==> src/rtl/imm_gen_pipe.sv <==
// Immediate decoder feeding a 2-entry skid FIFO. Decode is combinational on the
// input side. The output side presents the head entry, or zeros when the FIFO is empty.
module imm_gen_pipe #(
  parameter int unsigned XLEN = 32,
  parameter int unsigned TAGW = 8
) (
  input  logic            clk,
  input  logic            rst,
  input  logic            flush,
  input  logic            in_valid,
  output logic            in_ready,
  input  logic [31:0]     in_instr,
  input  logic [2:0]      in_sel,
  input  logic [TAGW-1:0] in_tag,
  output logic            out_valid,
  input  logic            out_ready,
  output logic [XLEN-1:0] out_imm,
  output logic [TAGW-1:0] out_tag,
  output logic            out_err
);

  localparam int unsigned DEPTH = 2;
  localparam int unsigned CNTW  = 2;

  typedef struct packed {
    logic [XLEN-1:0] imm;
    logic [TAGW-1:0] tag;
    logic            err;
  } entry_t;

  entry_t            entry_d;
  entry_t            mem_q [DEPTH];
  logic              wr_ptr_q, wr_ptr_d;
  logic              rd_ptr_q, rd_ptr_d;
  logic [CNTW-1:0]   count_q, count_d;
  logic              push_c, pop_c;
  logic              unused_opcode;

  // Opcode bits never contribute to any immediate format.
  assign unused_opcode = ^in_instr[6:0];

  // Immediate decode.
  always_comb begin
    entry_d     = '0;
    entry_d.tag = in_tag;
    case (in_sel)
      3'b001: entry_d.imm = XLEN'($signed({in_instr[31:12], 12'b0}));
      3'b010: entry_d.imm = XLEN'($signed(in_instr[31:20]));
      3'b011: entry_d.imm = (XLEN == 64) ? XLEN'(in_instr[25:20])
                                         : XLEN'(in_instr[24:20]);
      3'b100: entry_d.imm = XLEN'($signed({in_instr[31], in_instr[7], in_instr[30:25],
                                           in_instr[11:8], 1'b0}));
      3'b101: entry_d.imm = XLEN'($signed({in_instr[31:25], in_instr[11:7]}));
      3'b110: entry_d.imm = XLEN'($signed({in_instr[31], in_instr[19:12], in_instr[20],
                                           in_instr[30:21], 1'b0}));
      3'b111: entry_d.imm = XLEN'(in_instr[19:15]);
      default: entry_d.err = 1'b1;
    endcase
  end

  assign in_ready  = (count_q != CNTW'(DEPTH));
  assign out_valid = (count_q != '0);
  assign push_c    = in_valid && in_ready;
  assign pop_c     = out_valid && out_ready;

  // Pointer and occupancy next-state.
  always_comb begin
    wr_ptr_d = wr_ptr_q;
    rd_ptr_d = rd_ptr_q;
    count_d  = count_q;
    if (push_c) wr_ptr_d = ~wr_ptr_q;
    if (pop_c)  rd_ptr_d = ~rd_ptr_q;
    case ({push_c, pop_c})
      2'b10:   count_d = count_q + CNTW'(1);
      2'b01:   count_d = count_q - CNTW'(1);
      default: count_d = count_q;
    endcase
  end

  // Reset and flush both empty the FIFO; reset simply wins when both are high.
  always_ff @(posedge clk) begin
    if (rst || flush) begin
      wr_ptr_q <= 1'b0;
      rd_ptr_q <= 1'b0;
      count_q  <= '0;
    end else begin
      wr_ptr_q <= wr_ptr_d;
      rd_ptr_q <= rd_ptr_d;
      count_q  <= count_d;
    end
  end

  // Payload storage is not reset; outputs are masked while empty.
  always_ff @(posedge clk) begin
    if (push_c && !flush && !rst) mem_q[wr_ptr_q] <= entry_d;
  end

  assign out_imm = out_valid ? mem_q[rd_ptr_q].imm : '0;
  assign out_tag = out_valid ? mem_q[rd_ptr_q].tag : '0;
  assign out_err = out_valid ? mem_q[rd_ptr_q].err : 1'b0;

endmodule

==> config.mk <==
export PLATFORM = sky130hd
export DESIGN_NAME = imm_gen_pipe
export DESIGN_NICKNAME = d
export VERILOG_FILES = /design/src/rtl/imm_gen_pipe.sv
export SDC_FILE = /design/constraint.sdc
export NUM_CORES = 1
export LEC_CHECK = 0
export ABC_AREA = 1
export CELL_PAD_IN_SITES_DETAIL_PLACEMENT = 0
export CELL_PAD_IN_SITES_GLOBAL_PLACEMENT = 2
export CORE_MARGIN = 2
export CORE_UTILIZATION = 33
export CTS_CLUSTER_DIAMETER = 150
export DETAILED_ROUTE_END_ITERATION = 8
export GPL_TIMING_DRIVEN = 0
export PLACE_DENSITY_LB_ADDON = 0.12
export SYNTH_ARGS = -nofsm -noshare
export SYNTH_HDL_FRONTEND = slang
export SYNTH_SLANG_ARGS = --single-unit
==> constraint.sdc <==
create_clock -name clk -period 7.6 [get_ports clk]
set_input_delay 2.28 -clock clk [delete_from_list [all_inputs] [get_ports clk]]
set_output_delay 2.28 -clock clk [all_outputs]
set_load 0.02 [all_outputs]
==> results of run 1 <==
[cell type report]
type,count,area share
timing repair buffer,88,0.180
buffer,14,0.0135
tap,140,0.0349
inverter,20,0.0150
multi-input combinational,229,0.195
clock inverter,5,0.0207
sequential,87,0.510
clock buffer,11,0.0302
[tightest hold or removal path: cells and delay by family (launching register included)]
kind	cells	cell delay, ps
AOI/OAI and AO/OA	1	70
DFF	1	330
and+or+nand+nor	1	80
[where the power goes]
group | total (mW) | leakage [nW] | switching, mW | internal (mW)
logic | 0.121 | 0.945 | 0.0688 | 0.0517
registers | 0.540 | 0.805 | 0.00242 | 0.537
clock network | 0.400 | 0.130 | 0.164 | 0.236
[flip-flops by register name (all words and copies together), names as in the netlist, named ones only]
name      flops
mem_q        82
rd_ptr_q      1
wr_ptr_q      1
count_q       2
[cells in the mapped netlist]
library cell | count | share of area
sky130_fd_sc_hd__nor2_1 | 19 | 0.019
sky130_fd_sc_hd__nor3_1 | 2 | 0.0027
sky130_fd_sc_hd__a21oi_1 | 44 | 0.060
sky130_fd_sc_hd__dfxtp_1 | 5 | 0.027
sky130_fd_sc_hd__o21bai_2 | 1 | 0.0031
sky130_fd_sc_hd__inv_1 | 19 | 0.019
sky130_fd_sc_hd__buf_4 | 1 | 0.0020
sky130_fd_sc_hd__buf_2 | 9 | 0.012
sky130_fd_sc_hd__nor2_2 | 2 | 0.0034
sky130_fd_sc_hd__ha_1 | 1 | 0.0034
sky130_fd_sc_hd__nand2_1 | 141 | 0.14
sky130_fd_sc_hd__o21ai_0 | 7 | 0.0095
sky130_fd_sc_hd__inv_2 | 1 | 0.0010
sky130_fd_sc_hd__nand3_1 | 9 | 0.012
sky130_fd_sc_hd__nand4_1 | 2 | 0.0034
sky130_fd_sc_hd__clkbuf_1 | 4 | 0.0041
sky130_fd_sc_hd__o21ai_2 | 1 | 0.0024
sky130_fd_sc_hd__edfxtp_1 | 82 | 0.67
[metal layers]
layer | part of all wire | vias to the layer above | GRT usage
li1 | - | 1378 | -
met1 | 0.46 | 1309 | 0.217
met2 | 0.47 | 81 | 0.255
met3 | 0.045 | 16 | 0.0267
met4 | 0.025 | 0 | 0.0778
met5 | 0 | - | 0
[path summary, 6_finish.rpt]
kind / cells after the start / slack, ps / from / end
worst min-delay path: 2 / 510 / wr_ptr_q / wr_ptr_q
worst max register to register: 6 / 5470 / count_q[0] / mem_q[1][30]
worst max-delay path: 5 / 3060 / flip-flop / out_imm[10]
worst min register to register: 2 / 510 / wr_ptr_q / wr_ptr_q
[logic make-up after synthesis]
group / synth area share
buffers and inverters: 0.0388
adders and majority gates: 0.00341
and+or+nand+nor: 0.185
AOI/OAI and AO/OA: 0.0749
DFF: 0.698
[stage by stage]
step,hold WS [ps],cell area (um^2),power [mW]
after global placement,463,4680,0.670
after detailed placement,481,4760,0.673
after floorplan,453,3670,0.607
after CTS,503,5020,1.07
after global routing,526,5020,1.10
final,508,5020,1.06
==> impl_results.rst, run 1 <==
.. list-table::
   :header-rows: 1

   * - Metric
     - Value
   * - Result of the run
     - finished clean
   * - Peak supply drop
     - 0.0749 mV
   * - Critical Path AT
     - 2260 ps
   * - Setup repair after global routing missed its margin
     - false
   * - Number of flip-flops and latches in the synthesized netlist
     - 87
   * - Cell class contributing the biggest share of worst-path delay
     - buffers and inverters
   * - Total of endpoints with negative setup slack in the final report
     - 0
   * - Critical path endpoint category
     - output pin
   * - Post-detailed-route via-to-cell ratio
     - 4.69
   * - Setup skew after layout
     - 8.04 ps
   * - Part of the Yosys area used for sequential elements
     - 0.698
   * - Number of optimization iterations in the first detailed-route pass
     - 4
   * - Sequence of cells on the critical path
     - buf_2, clkbuf_1, nand2_1, a21oi_1, clkdlybuf4s50_1
   * - Maximum clock frequency
     - 220 MHz
   * - Post-Place Cells
     - 578
   * - Worst hold-check path type
     - flip-flop to flip-flop
   * - Initial Utilization
     - 0.339
   * - Number of hold-repair buffers added at the cts stage
     - 0
   * - H-tree depth
     - 3
   * - Remaining max-slew budget at the tightest pin
     - 0.383
   * - Count of antenna diodes in the layout
     - 0
   * - DRC violations left
     - 0
   * - Number of DRC markers after the initial detailed-route iteration
     - 157
   * - Buffer count from post-CTS setup fixing
     - 0
   * - Mean instance size in the synthesized netlist
     - 10.5 um^2
   * - Die Height
     - 110 um
   * - Multi-input gate area in the final layout
     - 981 um^2
   * - Min Clock Period, post-route
     - 4540 ps
   * - Clock tree root buffer cell
     - sky130_fd_sc_hd__clkbuf_8
   * - Clock tree from TritonCTS
     - done
   * - Layout Cells excl Fill
     - 594
   * - Wire length of the first global-routing pass
     - 14100 um
   * - Final core occ
     - 0.463
   * - Critical path launch point type
     - flip-flop
   * - Required time at the worst-slack endpoint
     - 5320 ps
   * - Count of synthesis-stage warnings from yosys
     - 0
   * - Summed negative setup slack over all endpoints
     - 0 ps
   * - Cell Area, Synth
     - 0.00367 mm^2
   * - Highest-count cells in the layout ignoring fill and taps
     - sky130_fd_sc_hd__nand2_1, sky130_fd_sc_hd__clkdlybuf4s50_1, sky130_fd_sc_hd__edfxtp_1, sky130_fd_sc_hd__a21oi_1, sky130_fd_sc_hd__inv_1
   * - Gr usage total
     - 0.162
   * - Number of buffers inserted during clock tree synthesis
     - 9
   * - Total via count in the routed design
     - 2784
   * - CTS clk-pin slew, worst paths
     - 80 ps
   * - Ports
     - 91
   * - HPWL Detailed
     - 6490 um
   * - Cell Pwr Density
     - 211 mW/mm^2
   * - Most common library cell in the layout ignoring fill and taps
     - sky130_fd_sc_hd__nand2_1
   * - Final WS setup
     - 3060 ps
   * - Synthesized Nets
     - 399
   * - Critical path's slowest cell
     - sky130_fd_sc_hd__clkdlybuf4s50_1
   * - Area growth, synth to finish
     - 36.6%
   * - Setup Crit Path Kind
     - flip-flop to output pin
   * - Filler Cells Inserted
     - 1030
   * - Hold violation total from the final report
     - 0
   * - Pin count of the biggest net entering global routing
     - 22
   * - Final ANT Viol Nets
     - 0
   * - Syn Inst Count
     - 350
   * - Least-Margin Pin Slew
     - 921 ps
   * - Latest clock arrival within the worst-skew pair
     - 360 ps
   * - Post-cts gate resize count
     - 0
   * - Die Span X
     - 110 um
   * - Final wirelength
     - 9260 um
   * - CTS Buffer Depth
     - 2
   * - Max incr delay on CP
     - 640 ps
   * - DP Worst Slack
     - 2970 ps
   * - Number of rows created at floorplan
     - 38
   * - Final period utilization
     - 0.597
   * - Max-slew violation total from the final report
     - 0
   * - Total buffers and inverters traversed by the critical path
     - 3
   * - Critical path fanouts, max
     - 10
   * - Core area
     - 0.0108 mm^2
   * - FF+latch area
     - 0.00256 mm^2
   * - # nets final
     - 498
   * - Final GP Congestion
     - 0.799
   * - Share of final-layout standard cells stronger than drive strength 1
     - 0.0837
   * - Count of distinct cell types in the synthesized netlist
     - 18
   * - Global route total overflow
     - 0
   * - Initial antenna violation count
     - 0
   * - Average wire per standard cell
     - 15.6 um
   * - Leakage power total
     - 1.88 nW
   * - Number of clock sinks
     - 87
   * - Die outline area
     - 0.0120 mm^2
   * - Count of buffers from port buffering
     - 83
   * - Vias in the first global route
     - 2672
   * - Total of max-cap violations
     - 0
Power figures use the tool's default switching activity.
==> run 2, diff against run 1 <==
- CORE_UTILIZATION: 33 -> 27
- clock period: 7.6 -> 4.13 ns (I/O delays scaled with it)
==> impl_results.rst, run 2 (same netlist as run 1, synthesis figures left out) <==
.. list-table::
   :header-rows: 1

   * - Metric
     - Value
   * - Result of the run
     - finished clean (unchanged)
   * - Buffer count from post-CTS setup fixing
     - 0 (unchanged)
   * - Summed negative setup slack over all endpoints
     - 0 ps (unchanged)
   * - Number of optimization iterations in the first detailed-route pass
     - 4 (unchanged)
   * - Remaining max-slew budget at the tightest pin
     - 0.380 (was 0.383)
   * - Leakage power total
     - 1.88 nW (about the same)
   * - Core area
     - 0.0132 mm^2 (was 0.0108 mm^2)
   * - Total of max-cap violations
     - 0 (unchanged)
   * - Peak supply drop
     - 0.148 mV (was 0.0749 mV)
   * - Max incr delay on CP
     - 640 ps (about the same)
   * - Critical path's slowest cell
     - sky130_fd_sc_hd__clkdlybuf4s50_1 (unchanged)
   * - Die outline area
     - 0.0146 mm^2 (was 0.0120 mm^2)
   * - Count of antenna diodes in the layout
     - 0 (unchanged)
   * - Largest Register
     - mem_q (unchanged)
   * - Max-slew violation total from the final report
     - 0 (unchanged)
   * - Initial Utilization
     - 0.277 (was 0.339)
   * - Clock tree root buffer cell
     - sky130_fd_sc_hd__clkbuf_16 (was sky130_fd_sc_hd__clkbuf_8)
   * - Setup Crit Path Kind
     - flip-flop to output pin (unchanged)
   * - Slack of the worst reg-to-reg path
     - 1960 ps (was 5470 ps)
   * - Number of clock sinks
     - 87 (unchanged)
   * - Worst Hold Endpoint
     - wr_ptr_q (unchanged)
   * - Least-Margin Pin Slew
     - 927 ps (was 921 ps)
   * - Cell Pwr Density
     - 382 mW/mm^2 (was 211 mW/mm^2)
   * - Most Crowded Layer GR
     - met2 (unchanged)
   * - Final period utilization
     - 0.840
   * - Hold Path Stages
     - 2 (unchanged)
   * - RR Endpoint
     - mem_q[1][34] (was mem_q[1][30])
   * - Final ANT Viol Nets
     - 0 (unchanged)
   * - Number of DRC markers after the initial detailed-route iteration
     - 109 (was 157)
   * - Pin count of the biggest net entering global routing
     - 28 (was 22)
   * - Largest registers
     - mem_q: 82 flops, count_q: 2 flops (unchanged)
   * - Global route total overflow
     - 0 (unchanged)
   * - Routing usage on met3
     - 0.0231 (was 0.0267)
   * - Setup repair after global routing missed its margin
     - false (unchanged)
   * - CTS Buffer Depth
     - 2 (unchanged)
   * - Maximum clock frequency
     - 288 MHz
   * - Startpoint of the lowest-slack register-to-register path
     - count_q[0] (unchanged)
   * - Post-cts gate resize count
     - 0 (unchanged)
   * - DRC violations left
     - 0 (unchanged)
   * - Final wirelength
     - 9480 um (was 9260 um)
   * - Path depth of the worst reg2reg path
     - 6 (unchanged)
   * - Number of buffers inserted during clock tree synthesis
     - 9 (unchanged)
   * - Worst hold-check path type
     - flip-flop to flip-flop (unchanged)
   * - Post-detailed-route via-to-cell ratio
     - 4.33 (was 4.69)
   * - Wire length of the first global-routing pass
     - 14700 um (was 14100 um)
   * - Start point of the worst min-delay path
     - wr_ptr_q (unchanged)
   * - Setup skew after layout
     - 7.36 ps (was 8.04 ps)
   * - CTS clk-pin slew, worst paths
     - 60 ps (was 80 ps)
   * - Clock tree from TritonCTS
     - done (unchanged)
   * - Share of final-layout standard cells stronger than drive strength 1
     - 0.0730 (was 0.0837)
   * - Number of hold-repair buffers added at the cts stage
     - 0 (unchanged)
   * - # nets final
     - 496 (was 498)
   * - Latest clock arrival within the worst-skew pair
     - 340 ps (was 360 ps)
   * - Critical Path AT
     - 2230 ps (was 2260 ps)
   * - H-tree depth
     - 3 (unchanged)
   * - Number of rows created at floorplan
     - 42 (was 38)
   * - Initial antenna violation count
     - 0 (unchanged)
   * - Vias in the first global route
     - 2692 (was 2672)
   * - Critical path endpoint category
     - output pin (unchanged)
   * - Hold violation total from the final report
     - 0 (unchanged)
   * - Die Height
     - 121 um (was 110 um)
   * - Critical path launch point type
     - flip-flop (unchanged)
   * - Met2 track demand over resource
     - 0.219 (was 0.255)
   * - Sequence of cells on the critical path
     - buf_2, clkbuf_1, nand2_1, a21oi_1, clkdlybuf4s50_1 (unchanged)
   * - Max FFs per register
     - 82 (unchanged)
   * - Critical path fanouts, max
     - 10 (unchanged)
   * - Filler Cells Inserted
     - 1349 (was 1030)
   * - Die Span X
     - 121 um (was 110 um)
   * - Most common library cell in the layout ignoring fill and taps
     - sky130_fd_sc_hd__nand2_1 (unchanged)
   * - Min Clock Period, post-route
     - 3470 ps
   * - Gr usage total
     - 0.137 (was 0.162)
   * - Total via count in the routed design
     - 2717 (was 2784)
   * - Total of endpoints with negative setup slack in the final report
     - 0 (unchanged)
   * - Count of buffers from port buffering
     - 83 (unchanged)
   * - Met1 usage in global routing
     - 0.186 (was 0.217)
   * - HPWL Detailed
     - 6850 um (was 6490 um)
   * - Area growth, synth to finish
     - 38.4% (was 36.6%)
   * - Average wire per standard cell
     - 15.1 um (was 15.6 um)
   * - Highest-count cells in the layout ignoring fill and taps
     - sky130_fd_sc_hd__nand2_1, sky130_fd_sc_hd__clkdlybuf4s50_1, sky130_fd_sc_hd__edfxtp_1, sky130_fd_sc_hd__a21oi_1, sky130_fd_sc_hd__inv_1 (unchanged)
   * - Required time at the worst-slack endpoint
     - 2890 ps (was 5320 ps)
   * - Ports
     - 91 (unchanged)
   * - Final GP Congestion
     - 0.732 (was 0.799)
   * - Hold_ws
     - 494 ps (was 508 ps)
## run 2: power by group
group	leakage [nW]	switching (mW)	total (mW)	internal [mW]
Clock	0.124	0.320	0.724	0.404
Combinational	0.947	0.130	0.225	0.0950
Sequential	0.805	0.00451	0.994	0.990
Total	1.88	0.454	1.94	1.49
## run 2: routing by layer
metal / up-vias / wire length [um]
met1: 1245 / 4460
met2: 77 / 4440
met5: - / 0
met3: 10 / 424
met4: 0 / 150
li1: 1385 / -
## run 2: worst max-delay path by stage
stage | startpoint | end | slack, ps | cells past startpoint
finish | flip-flop | out_imm[9] | 660 | 5
floorplan | rst | mem_q[0][0] | 370 | 3
detailed placement | rst | mem_q[1][29] | 510 | 6
global route | flip-flop | out_imm[11] | 470 | 5
global placement | rst | mem_q[0][29] | -1390 | 4
CTS | flip-flop | out_imm[9] | 570 | 5
## run 2: metrics by stage
step                      instance area (um^2)  power, mW   util  instances  setup WS, ps
after floorplan                           3680       1.12      -        350           369
after global placement                    4730       1.24  0.357        609         -1390
after global routing                      5080       2.02  0.384        628           471
after detailed placement                  4820       1.24  0.364        612           509
after CTS                                 5080       1.97  0.384        628           565
final                                     5080       1.94  0.384        628           662
## run 2: layout make-up
class                      instances  area (um^2)  area share
clock buffer                      10          229      0.0450
clock inverter                     6         36.3     0.00714
multi-input combinational        229          987       0.194
timing repair buffer              86          906       0.178
sequential                        87         2560       0.504
tap                              176          220      0.0433
inverter                          20         75.1      0.0148
buffer                            14         67.6      0.0133
## run 2: worst max-delay path, delay by kind of cell (launching register included)
family	cells	cell delay, ps
buf+inv	3	1250
flops	1	300
compound gates	1	230
simple gates	1	110
